[config.mk]
export PLATFORM = sky130hd
export DESIGN_NAME = fpu_cmd_unpack
export DESIGN_NICKNAME = d
export VERILOG_FILES = /design/src/rtl/fpu_pkg.sv /design/src/rtl/fpu_cmd_unpack.sv
export SDC_FILE = /design/constraint.sdc
export NUM_CORES = 1
export LEC_CHECK = 0
export ABC_CLOCK_PERIOD_IN_PS = 2480
export BUFFER_PORTS_ARGS = -buffer_cell sky130_fd_sc_hd__buf_2
export CORE_MARGIN = 5
export CORE_UTILIZATION = 50
export DETAILED_ROUTE_END_ITERATION = 10
export GPL_TIMING_DRIVEN = 0
export PLACE_DENSITY = 0.79
export SLEW_MARGIN = 20
export SYNTH_ARGS = -nofsm -noshare
export SYNTH_HDL_FRONTEND = slang
export SYNTH_SLANG_ARGS = --single-unit
[constraint.sdc]
create_clock -name rclk -period 2.48 [get_ports rclk]
set_clock_uncertainty 0.2 [all_clocks]
set_input_delay 0.372 -clock rclk [delete_from_list [all_inputs] [get_ports rclk]]
set_output_delay 0.372 -clock rclk [all_outputs]
set_load 0.005 [all_outputs]
[src/rtl/fpu_pkg.sv]
// Shared FPU command-path definitions: frame parser states, opcode values
// and the default frame sync nibble.
package fpu_pkg;

    localparam int         DSIZE_DEF = 8;
    localparam int         OPW_DEF   = 32;
    localparam logic [3:0] SYNC_DEF  = 4'hA;

    localparam logic [3:0] OP_ADD = 4'h1;
    localparam logic [3:0] OP_SUB = 4'h2;
    localparam logic [3:0] OP_MUL = 4'h3;

    typedef enum logic [1:0] {
        S_HDR = 2'd0,
        S_OPA = 2'd1,
        S_OPB = 2'd2,
        S_OUT = 2'd3
    } state_t;

endpackage

[src/rtl/fpu_cmd_unpack.sv]
// Pops header/operand beats from the async command FIFO read port and
// presents each completed {op, a, b} frame to the FPU issue stage.
module fpu_cmd_unpack
    import fpu_pkg::*;
#(
    parameter int         DSIZE = DSIZE_DEF,
    parameter int         OPW   = OPW_DEF,
    parameter logic [3:0] SYNC  = SYNC_DEF
) (
    input  logic             rclk,
    input  logic             rrst_n,
    input  logic [DSIZE-1:0] rdata,
    input  logic             rempty,
    output logic             rinc,
    output logic             cmd_valid,
    input  logic             cmd_ready,
    output logic [3:0]       cmd_op,
    output logic [OPW-1:0]   cmd_a,
    output logic [OPW-1:0]   cmd_b,
    output logic             sync_err
);

    localparam int BEATS = OPW / DSIZE;
    localparam int CW    = $clog2(BEATS) + 1;

    state_t           state;
    state_t           state_nxt;
    logic [CW-1:0]    cnt;
    logic [OPW-1:0]   sr;
    logic [OPW-1:0]   sr_shift;
    logic             last_beat;
    logic             hdr_ok;

    // The pop strobe is purely combinational so the FIFO advances on the
    // same edge that samples rdata; nothing is popped while a frame waits.
    assign rinc      = ~rempty & (state != S_OUT);
    assign sr_shift  = {rdata, sr[OPW-1:DSIZE]};
    assign last_beat = (cnt == CW'(BEATS - 1));
    assign hdr_ok    = (rdata[3:0] == SYNC);

    always_comb begin
        state_nxt = state;
        unique case (state)
            S_HDR: if (rinc && hdr_ok)          state_nxt = S_OPA;
            S_OPA: if (rinc && last_beat)       state_nxt = S_OPB;
            S_OPB: if (rinc && last_beat)       state_nxt = S_OUT;
            S_OUT: if (cmd_valid && cmd_ready)  state_nxt = S_HDR;
            default:                            state_nxt = S_HDR;
        endcase
    end

    // NOTE: sequential state uses non-blocking assignments only, so every
    // register samples pre-edge values regardless of block ordering.
    always_ff @(posedge rclk or negedge rrst_n) begin
        if (!rrst_n) begin
            state <= S_HDR;
        end else begin
            state <= state_nxt;
        end
    end

    // NOTE: the partial shift register is reset too, so a frame cut short by
    // reset leaves no residue in the next one.
    always_ff @(posedge rclk or negedge rrst_n) begin
        if (!rrst_n) begin
            cnt       <= '0;
            sr        <= '0;
            cmd_op    <= '0;
            cmd_a     <= '0;
            cmd_b     <= '0;
            cmd_valid <= 1'b0;
            sync_err  <= 1'b0;
        end else begin
            sync_err <= 1'b0;
            unique case (state)
                S_HDR: begin
                    if (rinc) begin
                        if (hdr_ok) begin
                            cmd_op <= rdata[7:4];
                            cnt    <= '0;
                        end else begin
                            sync_err <= 1'b1;
                        end
                    end
                end
                S_OPA, S_OPB: begin
                    if (rinc) begin
                        sr <= sr_shift;
                        if (last_beat) begin
                            cnt <= '0;
                            if (state == S_OPA) begin
                                cmd_a <= sr_shift;
                            end else begin
                                cmd_b     <= sr_shift;
                                cmd_valid <= 1'b1;
                            end
                        end else begin
                            cnt <= cnt + CW'(1);
                        end
                    end
                end
                S_OUT: begin
                    if (cmd_ready) begin
                        cmd_valid <= 1'b0;
                    end
                end
                default: ;
            endcase
        end
    end

endmodule

==> reports/qor.csv, run 1 <==
metric,value,unit
status,"complete, no violations",
routability cong.,0.7885,
peak supply drop,0.6109,mV
final net count,355,
Mean Syn Cell Area,16.07,µm²
drt total wl,7591,µm
CTS max path bufs,2,
all-layer global routing usage,17.03,%
clk root buf,clkbuf_8,
CTS tree,yes,
Hold Path Origin,rempty,
final setup vio count,0,
final worst slack,0.2427,ns
Adder-Cell Fraction of Synth Area,1.930,%
first-pass GRT wire length,12930,µm
xor-xnor portion of the synthesized cell area,0,%
Simple-Gate Fraction of Synth Area,3.506,%
Post-synth ARST share,100.0,%
vias in the first global route,2525,
worst path bufs/invs,2,
area occupied by multi-input gates,0.001324,mm²
unrepaired setup endpoints after global routing,false,
critical path launch point type,register,
pwr/cell area,1153,mW/mm²
crit end category,register,
"Distinct cells, synth",24,
worst slew pin tran,0.4598,ns
Synth Area in Compound Gates,1.383,%
combinational share of power,33.5,%
crit-path cells,ha_1 > nor2_1 > and2_1 > buf_2 > buf_4 > mux2_2,
wire length per cell,17.14,µm
post-route cell area,0.004639,mm²
Worst-path clk slew,0.09,ns
synthesized instance count,242,
clock sinks,99,
Crit Path Max Fanout,10,
fmax,0.4470,GHz
Clk network pwr share,16.5,%
"Slowest-stage cell, CP",dfrtp_1,
post-CTS setup buffers,0,
Psw,1.677,mW
FILL cells,628,
placed cell areas,0.004462,mm²
Overflow after GRT,0,
Core Rows,32,
layout cells sized above 1,60.12,%
ANT cells,0,
IO Count,83,
sequential-to-total area share from yosys stat,63.69,%
Crit. Startpoint,state[0]$_DFFE_PN0P_,
ANT nets after route,0,
Min-Delay Path Class,in -> reg,
Detail Placement HPWL,5578,µm
crit path time final,2.237,ns
hold path endpoint,sync_err$_DFF_PN0_,
reg2reg path depth,6,
"Clk Latency, worst-skew pair",0.35,ns
Worst Path Arrival,2.28,ns
vias per inst,5.185,
final worst-path cycle share,90.21,%
Hold Buf Count CTS,1,
Setup CP Type,reg -> reg,
leak pwr,2.444,nW
cts repair resizes,0,
I/O Buffers,82,
DRC Markers,0,
R2R Path Start,state[0]$_DFFE_PN0P_,
Sequential cell area,0.002477,mm²
max cap viols,0,
final hold viol count,0,
chip width,98.21,µm
largest family of logic cells by synthesized area,multiplexers,
Cell Int Power,3.674,mW
Final Max Tran Viols,0,
first drt pass iteration count,4,
Mapped Area,0.003890,mm²
Hold Path Depth,2,
synthesis-stage register bit count,99,
Post-synth EDFFs,0,
Die Span Y,98.21,µm
Synth Net Count,260,
WP data required,2.52,ns
crit-path max cell delay,0.44,ns
Syn. warnings,0,
flop2flop setup slack,0.24,ns
Synth Flop Type,dfrtp_1,
pre-CTS setup slack,0.2760,ns
Core Box Area,0.007647,mm²
die area,0.009644,mm²
area delta synth->final,19.27,%
post-synthesis mux area share,27.21,%
1st-iter DRT viols,82,
max_slew headroom,69.35,%
largest delay contributor family on the critical path,flip-flops,
switch share,31.33,%
CTS Buf Count,9,
H-tree lvl count,3,
initial antenna violation count,0,
worst reg2reg path endpoint,sr[18]$_DFFE_PN0P_,
largest net degree at the start of global routing,52,
Sequential Power Share,49.9,%
vias post-DR,2297,
initial core utilization,50.87,%
-- cell usage after synthesis (2+ instances only) --
cell type / instances / area share (%)
a21oi_1: 2 / 0.26
buf_2: 5 / 0.64
buf_4: 2 / 0.39
buf_6: 3 / 0.87
dfrtp_1: 99 / 64
ha_1: 6 / 1.9
inv_1: 4 / 0.39
mux2_2: 94 / 27
nand2_1: 4 / 0.39
nand2b_1: 2 / 0.32
nand3_1: 2 / 0.26
nor2_1: 6 / 0.58
o22ai_1: 2 / 0.32
-- worst register-to-register path, delay by kind of cell, from the launching register on --
| family | cells | cell delay [ns] |
|---|---|---|
| adder cells (fa/ha/maj) | 1 | 0.31 |
| buffers and inverters | 2 | 0.39 |
| multiplexers | 1 | 0.36 |
| AND/OR/NAND/NOR | 2 | 0.43 |
| flip-flops | 1 | 0.44 |
-- area by class of cell --
type	instances	area share, %
timing repair buffer	84	9.790
clock buffer	9	2.670
clock inverter	6	0.9439
multi-input combinational	129	28.53
sequential	99	53.40
buffer	10	1.591
inverter	4	0.3236
tap	102	2.751
-- sequential cells by signal (all words and copies together) (netlist names) --
name	cells
cmd_a	32
cmd_b	32
sr	24
cmd_op	4
cnt	3
state	2
cmd_valid	1
sync_err	1
-- power groups by stage --
stage	logic [mW]	clock network (mW)	registers [mW]
floorplan	1.09	0	2.65
global placement	1.72	0	2.69
detailed placement	1.82	0	2.72
CTS	1.83	0.921	2.69
global route	1.99	0.989	2.77
finish	1.79	0.885	2.67
-- layer usage --
layer | GRT usage, % | wire length, µm
met1 | 21.69 | 3192
met2 | 27.85 | 3864
met3 | 3.643 | 347
met4 | 8.088 | 186
met5 | 0 | 0
-- worst max-delay path by stage --
stage	endpoint	slack, ns	cells after the start
global route	sr[28]$_DFFE_PN0P_	0.15	6
detailed placement	sr[18]$_DFFE_PN0P_	0.28	6
finish	sr[18]$_DFFE_PN0P_	0.24	6
floorplan	sr[24]$_DFFE_PN0P_	0.47	6
CTS	sr[29]$_DFFE_PN0P_	0.26	6
global placement	cmd_b[7]$_DFFE_PN0P_	-0.09	1
-- stage by stage --
| step | TNS [ns] | std cells | power (mW) | util (%) | hold slack [ns] |
|---|---|---|---|---|---|
| floorplan | 0 | 242 | 3.739 | - | -0.1236 |
| global placement | -8.225 | 426 | 4.410 | 57.90 | 0.2823 |
| detailed placement | 0 | 427 | 4.541 | 58.34 | 0.1425 |
| CTS | 0 | 443 | 5.434 | 60.67 | 0.03600 |
| global route | 0 | 443 | 5.748 | 60.67 | 0.05289 |
| finish | 0 | 443 | 5.351 | 60.67 | 0.05947 |
-- placed cells by master (no fill, tap or decap) --
master	netlist	routed
o21ai_0	1	1
nand2_1	4	4
clkinv_4	0	1
buf_16	0	1
o22ai_1	2	2
o2bb2ai_1	1	1
buf_6	3	4
a21boi_0	1	1
clkinvlp_4	0	4
clkbuf_8	0	9
clkinv_2	0	1
buf_4	2	2
inv_1	4	4
ha_1	6	6
nor2_1	6	6
nand2b_1	2	2
and3_1	1	1
a21oi_1	2	2
nor4b_4	1	1
dlygate4sd3_1	0	1
nor4_1	1	1
nand3_1	2	2
and4bb_2	1	1
nand3b_2	1	1
buf_2	5	86
mux2_2	94	94
o32a_1	1	1
or4b_1	1	1
dfrtp_1	99	99
and2_1	1	1
-- logic make-up after synthesis --
group | Yosys count
flops | 99
simple gates | 21
mux | 94
fa+ha+maj | 6
buf+inv | 14
compound gates | 8
(Power assumes the default switching activity.)
==> run 2, diff against run 1 <==
- ABC_AREA: not set -> 1
==> reports/qor.csv, run 2 <==
metric,value,unit,change
Final Max Tran Viols,0,,unchanged
fmax,0.5016,GHz,+12%
CTS Buf Count,9,,unchanged
post-CTS setup buffers,0,,unchanged
reg2reg path depth,8,,+2
Hold Path Depth,3,,+1
initial core utilization,51.62,%,+0.75 points
"most used cell, CP",nand2_1,,
clock sinks,99,,unchanged
clk root buf,clkbuf_8,,
pwr/cell area,1104,mW/mm²,-4.3%
Synth Net Count,417,,+60%
Worst Path Arrival,2.07,ns,-0.21 ns
WP depth,8,,+2
synthesized instance count,399,,+65%
largest cells by area after synthesis,"dfrtp_1 (61%), nand2_1 (11%), o21ai_2 (7.0%)",,
routability cong.,0.8100,,+2.7%
Detail Placement HPWL,6379,µm,+14%
Worst-path clk slew,0.10,ns,about the same
synthesis-stage register bit count,99,,unchanged
DRC Markers,0,,unchanged
max cap viols,0,,unchanged
max_slew headroom,72.43,%,+3.1 points
crit-path max cell delay,0.44,ns,about the same
IO Count,83,,unchanged
"Slowest-stage cell, CP",dfrtp_1,,
"Distinct cells, synth",22,,-8.3%
Overflow after GRT,0,,unchanged
drt total wl,8716,µm,+15%
Setup CP Type,reg -> reg,,
sequential-to-total area share from yosys stat,61.47,%,-2.2 points
crit-path cells,inv_1 > ha_1 > clkbuf_2 > nand2_1 > buf_4 > buf_2 > nand2_1 > o21ai_0,,
vias in the first global route,3089,,+22%
WL met1,3897,µm,+22%
met3 wire length,524,µm,+51%
Mapped Area,0.004030,mm²,+3.6%
unrepaired setup endpoints after global routing,false,,
largest delay contributor family on the critical path,buffers and inverters,,
Core Box Area,0.007807,mm²,+2.1%
first drt pass iteration count,4,,unchanged
final worst-path cycle share,80.38,%,-9.8 points
area delta synth->final,19.99,%,
Syn. warnings,0,,unchanged
Sequential cell area,0.002477,mm²,unchanged
Crit Path Max Fanout,10,,unchanged
crit end category,register,,
peak supply drop,0.5107,mV,-16%
Post-synth ARST share,100.0,%,unchanged
sum of negative setup slack,0,ns,unchanged
H-tree lvl count,3,,unchanged
critical path launch point type,register,,
1st-iter DRT viols,160,,+95%
chip width,99.78,µm,+1.6%
final net count,512,,+44%
Yosys top cell area share,61.47,%,-2.2 points
ANT cells,0,,unchanged
die area,0.009956,mm²,+3.2%
crit path time final,1.993,ns,-0.2438 ns
most frequent cells in the layout,"nand2_1 (117), dfrtp_1 (99), buf_2 (83)",,
final setup vio count,0,,unchanged
I/O Buffers,82,,unchanged
hold path endpoint,cmd_b[26]$_DFFE_PN0P_,,
all-layer global routing usage,18.41,%,+1.4 points
Die Span Y,99.78,µm,+1.6%
WP data required,2.56,ns,+0.04 ns
layout cells sized above 1,30.46,%,-30 points
worst reg2reg path endpoint,sr[24]$_DFFE_PN0P_,,
wire length per cell,14.50,µm,-15%
"top cells by count, synth","nand2_1 (117), dfrtp_1 (99), o21ai_0 (46)",,
ANT nets after route,0,,unchanged
worst path bufs/invs,4,,+2
CTS tree,yes,,
post-synth top area cell,dfrtp_1,,
Synth Flop Type,dfrtp_1,,
final hold viol count,0,,unchanged
Mean Syn Cell Area,10.10,µm²,-37%
first-pass GRT wire length,14720,µm,+14%
FILL cells,658,,+4.8%
vias per inst,5.007,,-3.4%
flop2flop setup slack,0.49,ns,+0.24 ns
area occupied by multi-input gates,0.001225,mm²,-7.5%
Post-synth EDFFs,0,,unchanged
R2R Path Start,state[0]$_DFFE_PN0P_,,
most frequent cell after synthesis,nand2_1,,
worst slew pin tran,0.4136,ns,-0.04624 ns
met2 wire len,4195,µm,+8.6%
Top Metal Used,met4,,
largest net degree at the start of global routing,85,,+63%
vias post-DR,3009,,+31%
Core Rows,32,,unchanged
Hold Path Origin,rdata[2],,
"Clk Latency, worst-skew pair",0.36,ns,about the same
Min-Delay Path Class,in -> reg,,
final worst slack,0.4865,ns,+0.2438 ns
status,"complete, no violations",,
CTS max path bufs,2,,unchanged
leak pwr,2.587,nW,+5.9%
initial antenna violation count,0,,unchanged
pre-CTS setup slack,0.4898,ns,+0.2138 ns
biggest regs,"cmd_a (32), cmd_b (32), sr (24)",,
"most common cell after layout, fill and taps aside",nand2_1,,
run 2: changes by cell type in the layout (fill, tap and decap cells not counted), moves of 3 or more:
cell,delta
o21ai_2,+32
nand2_1,+113
inv_1,+41
o21ai_1,+18
o21ai_0,+45
buf_6,+6
nand4_1,+3
mux2_2,-94
buf_2,-3
run 2: per-stage QoR:
step	std cells	cell area, µm²	hold WS (ns)	util [%]	power [mW]
after floorplan	399	4030	-0.1236	-	3.519
after global placement	583	4568	0.2596	58.51	4.149
after detailed placement	584	4602	0.007230	58.94	4.249
after CTS	601	4836	0.08712	61.94	5.406
after global routing	601	4836	0.1005	61.94	5.761
final	601	4836	0.09955	61.94	5.340
run 2: how the worst max path moves through the flow:
| stage | startpoint | to |
|---|---|---|
| after floorplan | state[0]$_DFFE_PN0P_ | sr[15]$_DFFE_PN0P_ |
| after global placement | rrst_n | cmd_b[17]$_DFFE_PN0P_ |
| after detailed placement | state[0]$_DFFE_PN0P_ | sr[18]$_DFFE_PN0P_ |
| after CTS | state[0]$_DFFE_PN0P_ | rinc |
| after global routing | state[0]$_DFFE_PN0P_ | sr[17]$_DFFE_PN0P_ |
| final | state[0]$_DFFE_PN0P_ | sr[24]$_DFFE_PN0P_ |
run 2: area by class of cell:
class | count | area share [%]
multi-input combinational | 236 | 25.33
clock inverter | 7 | 2.070
buffer | 18 | 3.182
sequential | 99 | 51.23
clock buffer | 9 | 2.561
timing repair buffer | 84 | 9.392
inverter | 46 | 3.596
tap | 102 | 2.639
run 2: power breakdown:
part | internal [mW] | leakage (nW) | switching (mW)
sequential | 2.15 | 1.33 | 0.298
combinational | 0.700 | 1.15 | 1.04
clock | 0.575 | 0.102 | 0.575
run 2: cell families (layout without fill, tap and decap cells):
logic type | Yosys count | in the layout | synth area share [%]
AO/OA/AOI/OAI | 99 | 99 | 15.31
buffers and inverters | 64 | 164 | 8.134
AND/OR/NAND/NOR | 131 | 131 | 13.23
flip-flops | 99 | 99 | 61.47
adder cells (fa/ha/maj) | 6 | 6 | 1.863
run 2: timing repair:
| action | CTS | global route |
|---|---|---|
| hold buffers | 1 | 0 |
| hold endpoints to repair | 99 | 0 |
| gates resized for setup | 0 | 0 |
run 2: per-layer routing:
metal / global-route usage (%) / vias up
li1: - / 1453
met1: 23.90 / 1483
met2: 30.99 / 66
met3: 5.003 / 7
met4: 4.202 / 0
met5: 0 / -
run 2: worst min-delay path: cells and delay by family:
| family | cells | cell delay (ns) |
|---|---|---|
| buf+inv | 2 | 0.19 |
| compound gates | 1 | 0.06 |
